$ cat src/rtl/ble_frac_k.sv
// Fracturable K-input basic logic element: a K-LUT (or two (K-1)-LUTs), two
// output flip-flops and output-select muxes, configured by a serial chain on clk.
module ble_frac_k #(
  parameter int K = 6
) (
  input  logic         clk,
  input  logic         reset,
  input  logic         cfg_en,
  input  logic         ccff_head,
  output logic         ccff_tail,
  output logic         cfg_done,
  input  logic [K-1:0] ble_in,
  input  logic         ce,
  input  logic         ff_load,
  output logic [1:0]   ble_out
);

  localparam int LUT_SIZE  = 1 << K;
  localparam int CFG_BITS  = LUT_SIZE + 5;
  localparam int CNT_W     = $clog2(CFG_BITS + 1);
  localparam int FRAC_IDX  = LUT_SIZE;
  localparam int OSEL0_IDX = LUT_SIZE + 1;
  localparam int OSEL1_IDX = LUT_SIZE + 2;
  localparam int INIT0_IDX = LUT_SIZE + 3;
  localparam int INIT1_IDX = LUT_SIZE + 4;
  localparam logic [CNT_W-1:0] CNT_FULL = CNT_W'(CFG_BITS);

  if (K < 3 || K > 8) begin : g_k_range
    $error("ble_frac_k: K must be in 3..8");
  end

  logic [CFG_BITS-1:0] cfg_sr_q, cfg_sr_d;
  logic [CNT_W-1:0]    cnt_q, cnt_d;
  logic                ff0_q, ff0_d;
  logic                ff1_q, ff1_d;

  logic [LUT_SIZE-1:0] mask;
  logic                frac, osel0, osel1, init0, init1;
  logic [K-1:0]        idx_a, idx_b;
  logic                lut_a, lut_b;
  logic                raw0, raw1;

  assign mask  = cfg_sr_q[LUT_SIZE-1:0];
  assign frac  = cfg_sr_q[FRAC_IDX];
  assign osel0 = cfg_sr_q[OSEL0_IDX];
  assign osel1 = cfg_sr_q[OSEL1_IDX];
  assign init0 = cfg_sr_q[INIT0_IDX];
  assign init1 = cfg_sr_q[INIT1_IDX];

  // Configuration chain and saturating bit counter
  always_comb begin
    cfg_sr_d = cfg_sr_q;
    cnt_d    = cnt_q;
    if (cfg_en) begin
      cfg_sr_d = {cfg_sr_q[CFG_BITS-2:0], ccff_head};
      if (cnt_q != CNT_FULL) begin
        cnt_d = cnt_q + CNT_W'(1);
      end
    end
  end

  // Fractured mode splits the mask in halves selected by the top index bit
  always_comb begin
    idx_a = ble_in;
    idx_b = ble_in;
    if (frac) begin
      idx_a = {1'b0, ble_in[K-2:0]};
      idx_b = {1'b1, ble_in[K-2:0]};
    end
    lut_a = mask[idx_a];
    lut_b = frac ? mask[idx_b] : lut_a;
  end

  always_comb begin
    ff0_d = ff0_q;
    ff1_d = ff1_q;
    if (!cfg_en) begin
      if (ff_load) begin
        ff0_d = init0;
        ff1_d = init1;
      end else if (ce) begin
        ff0_d = lut_a;
        ff1_d = lut_b;
      end
    end
  end

  always_ff @(posedge clk or posedge reset) begin
    if (reset) begin
      cfg_sr_q <= '0;
      cnt_q    <= '0;
      ff0_q    <= 1'b0;
      ff1_q    <= 1'b0;
    end else begin
      cfg_sr_q <= cfg_sr_d;
      cnt_q    <= cnt_d;
      ff0_q    <= ff0_d;
      ff1_q    <= ff1_d;
    end
  end

  // Outputs stay low until a full configuration is present and shifting has stopped
  always_comb begin
    raw0    = osel0 ? ff0_q : lut_a;
    raw1    = osel1 ? ff1_q : lut_b;
    ble_out = (cfg_done && !cfg_en) ? {raw1, raw0} : 2'b00;
  end

  assign ccff_tail = cfg_sr_q[CFG_BITS-1];
  assign cfg_done  = (cnt_q == CNT_FULL);

endmodule

$ cat config.mk
export PLATFORM = sky130hd
export DESIGN_NAME = ble_frac_k
export DESIGN_NICKNAME = d
export VERILOG_FILES = /design/src/rtl/ble_frac_k.sv
export SDC_FILE = /design/constraint.sdc
export NUM_CORES = 1
export LEC_CHECK = 0
export ABC_AREA = 1
export BUFFER_PORTS_ARGS = -buffer_cell sky130_fd_sc_hd__buf_2
export CAP_MARGIN = 20
export CELL_PAD_IN_SITES_DETAIL_PLACEMENT = 1
export CELL_PAD_IN_SITES_GLOBAL_PLACEMENT = 2
export CORE_UTILIZATION = 39
export DETAILED_ROUTE_END_ITERATION = 8
export GPL_TIMING_DRIVEN = 0
export MAX_ROUTING_LAYER = met4
export PLACE_DENSITY_LB_ADDON = 0.1
export SETUP_SLACK_MARGIN = 0.4
export SLEW_MARGIN = 5
export SYNTH_ARGS = -nofsm -noshare
export SYNTH_HDL_FRONTEND = slang
export SYNTH_SLANG_ARGS = --single-unit
$ cat constraint.sdc
create_clock -name clk -period 3.5 [get_ports clk]
set_input_delay 0.175 -clock clk [delete_from_list [all_inputs] [get_ports clk]]
set_output_delay 0.175 -clock clk [all_outputs]
set_load 0.01 [all_outputs]
==> run_results.csv <==
group,metric,value,unit
status,status,"finished clean",
logic_synthesis,ys.flop_type,"dfrtp_1",
timing,setup_viol,0,
timing,slew_violations,0,
clock_tree,cts_root_buf,"clkbuf_8",
global_route,grt_max_degree,57,
logic_synthesis,synth_top_family_by_area,"simple AND/OR/NAND/NOR gates",
detailed_routing,ant_nets,0,
logic_synthesis,netlist_area,3790,um^2
logic_synthesis,yosys_warnings,0,
logic_synthesis,synth_nets,525,
logic_synthesis,synth_area_leaders,"dfrtp_1, nand2_1, nand3_1, buf_6, inv_1",
timing,finalHoldViolCount,0,
worst_setup_path,worst_setup_path_end_kind,"primary output",
logic_synthesis,synthCells,511,
logic_synthesis,synth.area.mux_share,0,%
global_route,grt_use_met1,29.8,%
clock_tree,clock-sinks,78,
global_route,grtUsageMet2,36.1,%
detailed_routing,wl,10.0,mm
logic_synthesis,yosys.area_share.simple,38.2,%
placed_design,io_buffer_count,12,
timing,finClkSkew,0.0145,ns
timing,post-route-period-util,55.8,%
detailed_routing,first_pass_iters,4,
worst_setup_path,worstPathArrival,1.78,ns
worst_setup_path,slowest_stage,"dfrtp_1",
power,p_int,1.61,mW
placed_design,placed_area,4040,um^2
timing,slew_headroom,59.4,%
global_route,overflow,0,
power,p_leak,2.34,nW
floorplanning,rows,35,
clock_tree,cts.reportedPaths.clkPinSlew,0.08,ns
power,p_clk_share,37.7,%
logic_synthesis,yosys.area_share.xor_xnor,1.39,%
floorplanning,dieArea,10100,um^2
finish,final_area,4290,um^2
placed_design,hpwl,6.74,mm
floorplanning,die_x,101,um
floorplanning,ios,16,
floorplanning,start_util,40.6,%
global_route,gr-usage-met3,4.23,%
finish,area_delta_synth_final,13.4,%
finish,drive_gt1_share,7.95,%
logic_synthesis,yosysUniqueCellTypes,18,
floorplanning,core,9330,um^2
timing,max_freq,512,MHz
worst_setup_path,slowest_delay,0.41,ns
global_route,grt_pass1_vias,3357,
power,power.switching,0.646,mW
worst_setup_path,crit_chain,"nand2_1, nand3_1, nand3_1, nand2_1, nand2_1, nand2_1, nand2_1, nand2_1, nand2_1, nand3_1, nand2_1, inv_1, buf_2",
worst_setup_path,path_class,"reg -> out",
power,p_per_area,525,nW/um^2
global_route,grt_busiest_layer,"met2",
global_route,grtUsageTotal,22.8,%
logic_synthesis,synth_seq_area_share,51.6,%
detailed_routing,vias_per_cell,4.87,
logic_synthesis,synth-seq-cells,78,
worst_setup_path,crit_path_max_fanout,3,
detailed_routing,num_vias,3263,
detailed_routing,wl_per_cell,15.0,um
clock_tree,tritoncts,"done",
placed_design,place_congestion,0.726,
finish,multi_input_area,1580,um^2
power,combPwrFrac,14.1,%
power,seq_power_share,48.2,%
logic_synthesis,synthArstFlopShare,100,%
timing,rsz0062_at_grt,"false",
detailed_routing,drc,0,
min_path,hold_path.class,"in -> reg",
floorplanning,die_y,101,um
clock_tree,cts_max_path_buffers,2,
power,swShare,28.7,%
global_route,grt_pass1_wl,17.0,mm
global_route,antenna_found_initial,0,
job,maxCapViolations,0,
finish,n_antenna_cell,0,
finish,num-fill-cells,1223,
timing,layout_min_cycle_time,1.95,ns
timing,tightest_slew,0.610,ns
logic_synthesis,synth_area_per_cell,7.41,um^2
worst_setup_path,cp-start-kind,"flip-flop",
logic_synthesis,synth_top_cell_area_share,51.6,%
worst_setup_path,path_common_cell,"nand2_1",
power,vdd_drop_max,207,uV
clock_tree,clkLatencyLatePin,0.36,ns
logic_synthesis,synth-edff-count,0,
logic_synthesis,synth_fa_ha_area_share,0.661,%
worst_setup_path,r2r_slack,1.93,ns
finish,nNetsFinal,550,
logic_synthesis,synth_top_cell_by_area,"dfrtp_1",
finish,regArea,1950,um^2
detailed_routing,drt_iter0_markers,106,
clock_tree,cts_max_level,3,
timing,finalSetupTns,0,ns
logic_synthesis,synth_compound_gate_area_share,1.32,%
worst_setup_path,worstPathRequired,3.32,ns
clock_tree,cts_buffers,9,
## layout by cell type, fill, tap and decap left out, types with 2 or more instances in the layout
cell,instances
nor2_1,9
nand3_1,57
clkinv_2,2
ha_1,2
nand2_1,296
buf_2,14
bufinv_16,3
nand4_1,2
buf_6,8
o21ai_0,8
a21oi_1,2
inv_1,21
xnor2_1,2
xor2_1,4
clkbuf_8,10
dfrtp_1,78
clkbuf_1,15
## registers in the layout, summed over array words and instances (netlist names)
name and cells:
ff1_q 1, cnt_q 7, cfg_sr_q 69, ff0_q 1
## power groups by stage
stage	combinational (mW)	sequential, mW	clock, mW
6_report	0.318	1.09	0.849
5_1_grt	0.370	1.10	0.899
4_1_cts	0.325	1.09	0.864
3_5_place_dp	0.321	1.10	0
3_3_place_gp	0.299	1.10	0
2_1_floorplan	0.233	1.08	0
## area by class of cell
type,instances,share of cell area (%)
Buffer,26,3.82
Clock buffer,10,3.21
Clock inverter,6,2.53
Inverter,24,2.27
Multi-Input combinational cell,383,36.7
Sequential cell,78,45.5
Tap cell,129,3.76
Timing Repair Buffer,14,2.27
## per-stage QoR
stage | util (%) | std cells | hold slack [ns] | setup slack, ns | power [mW]
4_1_cts | 46.0 | 670 | 0.0542 | 1.53 | 2.28
3_5_place_dp | 43.3 | 653 | 0.172 | 1.69 | 1.42
3_3_place_gp | 43.0 | 652 | 0.394 | 0.262 | 1.40
6_report | 46.0 | 670 | 0.0645 | 1.55 | 2.25
5_1_grt | 46.0 | 670 | 0.0693 | 1.38 | 2.37
2_1_floorplan | - | 511 | 0.292 | 1.33 | 1.31
## critical path, delay by kind of cell (launching register included)
| kind | cells | cell delay, ns |
|---|---|---|
| flops | 1 | 0.41 |
| simple gates | 11 | 0.84 |
| buf+inv | 2 | 0.17 |
## Yosys cell counts, types with 2 or more instances
| library cell | n |
|---|---|
| nand3_1 | 57 |
| buf_2 | 2 |
| inv_1 | 22 |
| buf_6 | 8 |
| ha_1 | 2 |
| xor2_1 | 4 |
| nand2_1 | 296 |
| a21oi_1 | 2 |
| nand4_1 | 2 |
| nor2_1 | 9 |
| dfrtp_1 | 78 |
| clkbuf_1 | 15 |
| xnor2_1 | 2 |
| o21ai_0 | 8 |
## layer usage
metal	routed length (um)	vias to the layer above
li1	-	1619
met1	4930	1602
met2	4750	29
met3	217	13
met4	134	0
met5	0	-
## final timing paths
check                               endpoint         start  cells past startpoint
worst max-delay path              ble_out[0]  cfg_sr_q[16]                     13
worst min-delay path             cfg_sr_q[0]     ccff_head                      3
worst max register to register      cnt_q[5]      cnt_q[1]                      7
worst min register to register         ff1_q         ff1_q                      2
max in group asynchronous       cfg_sr_q[64]         reset                      4
min in group asynchronous           cnt_q[4]         reset                      3
## repair_timing
| action | in CTS | in global routing |
|---|---|---|
| hold endpoints to repair | 22 | 0 |
| setup endpoints to repair | 0 | 0 |
| hold buffers | 1 | 0 |
| setup buffers | 0 | 0 |
| gates resized for setup | 0 | 0 |
## cell families (layout without fill, tap and decap cells)
| kind of cell | Yosys count | count (layout) |
|---|---|---|
| buffers and inverters | 50 | 80 |
| adder cells (fa/ha/maj) | 2 | 2 |
| XOR/XNOR | 6 | 6 |
| flip-flops | 78 | 78 |
| AND/OR/NAND/NOR | 365 | 365 |
| AO/OA/AOI/OAI | 10 | 10 |
Power figures use the tool's default switching activity.
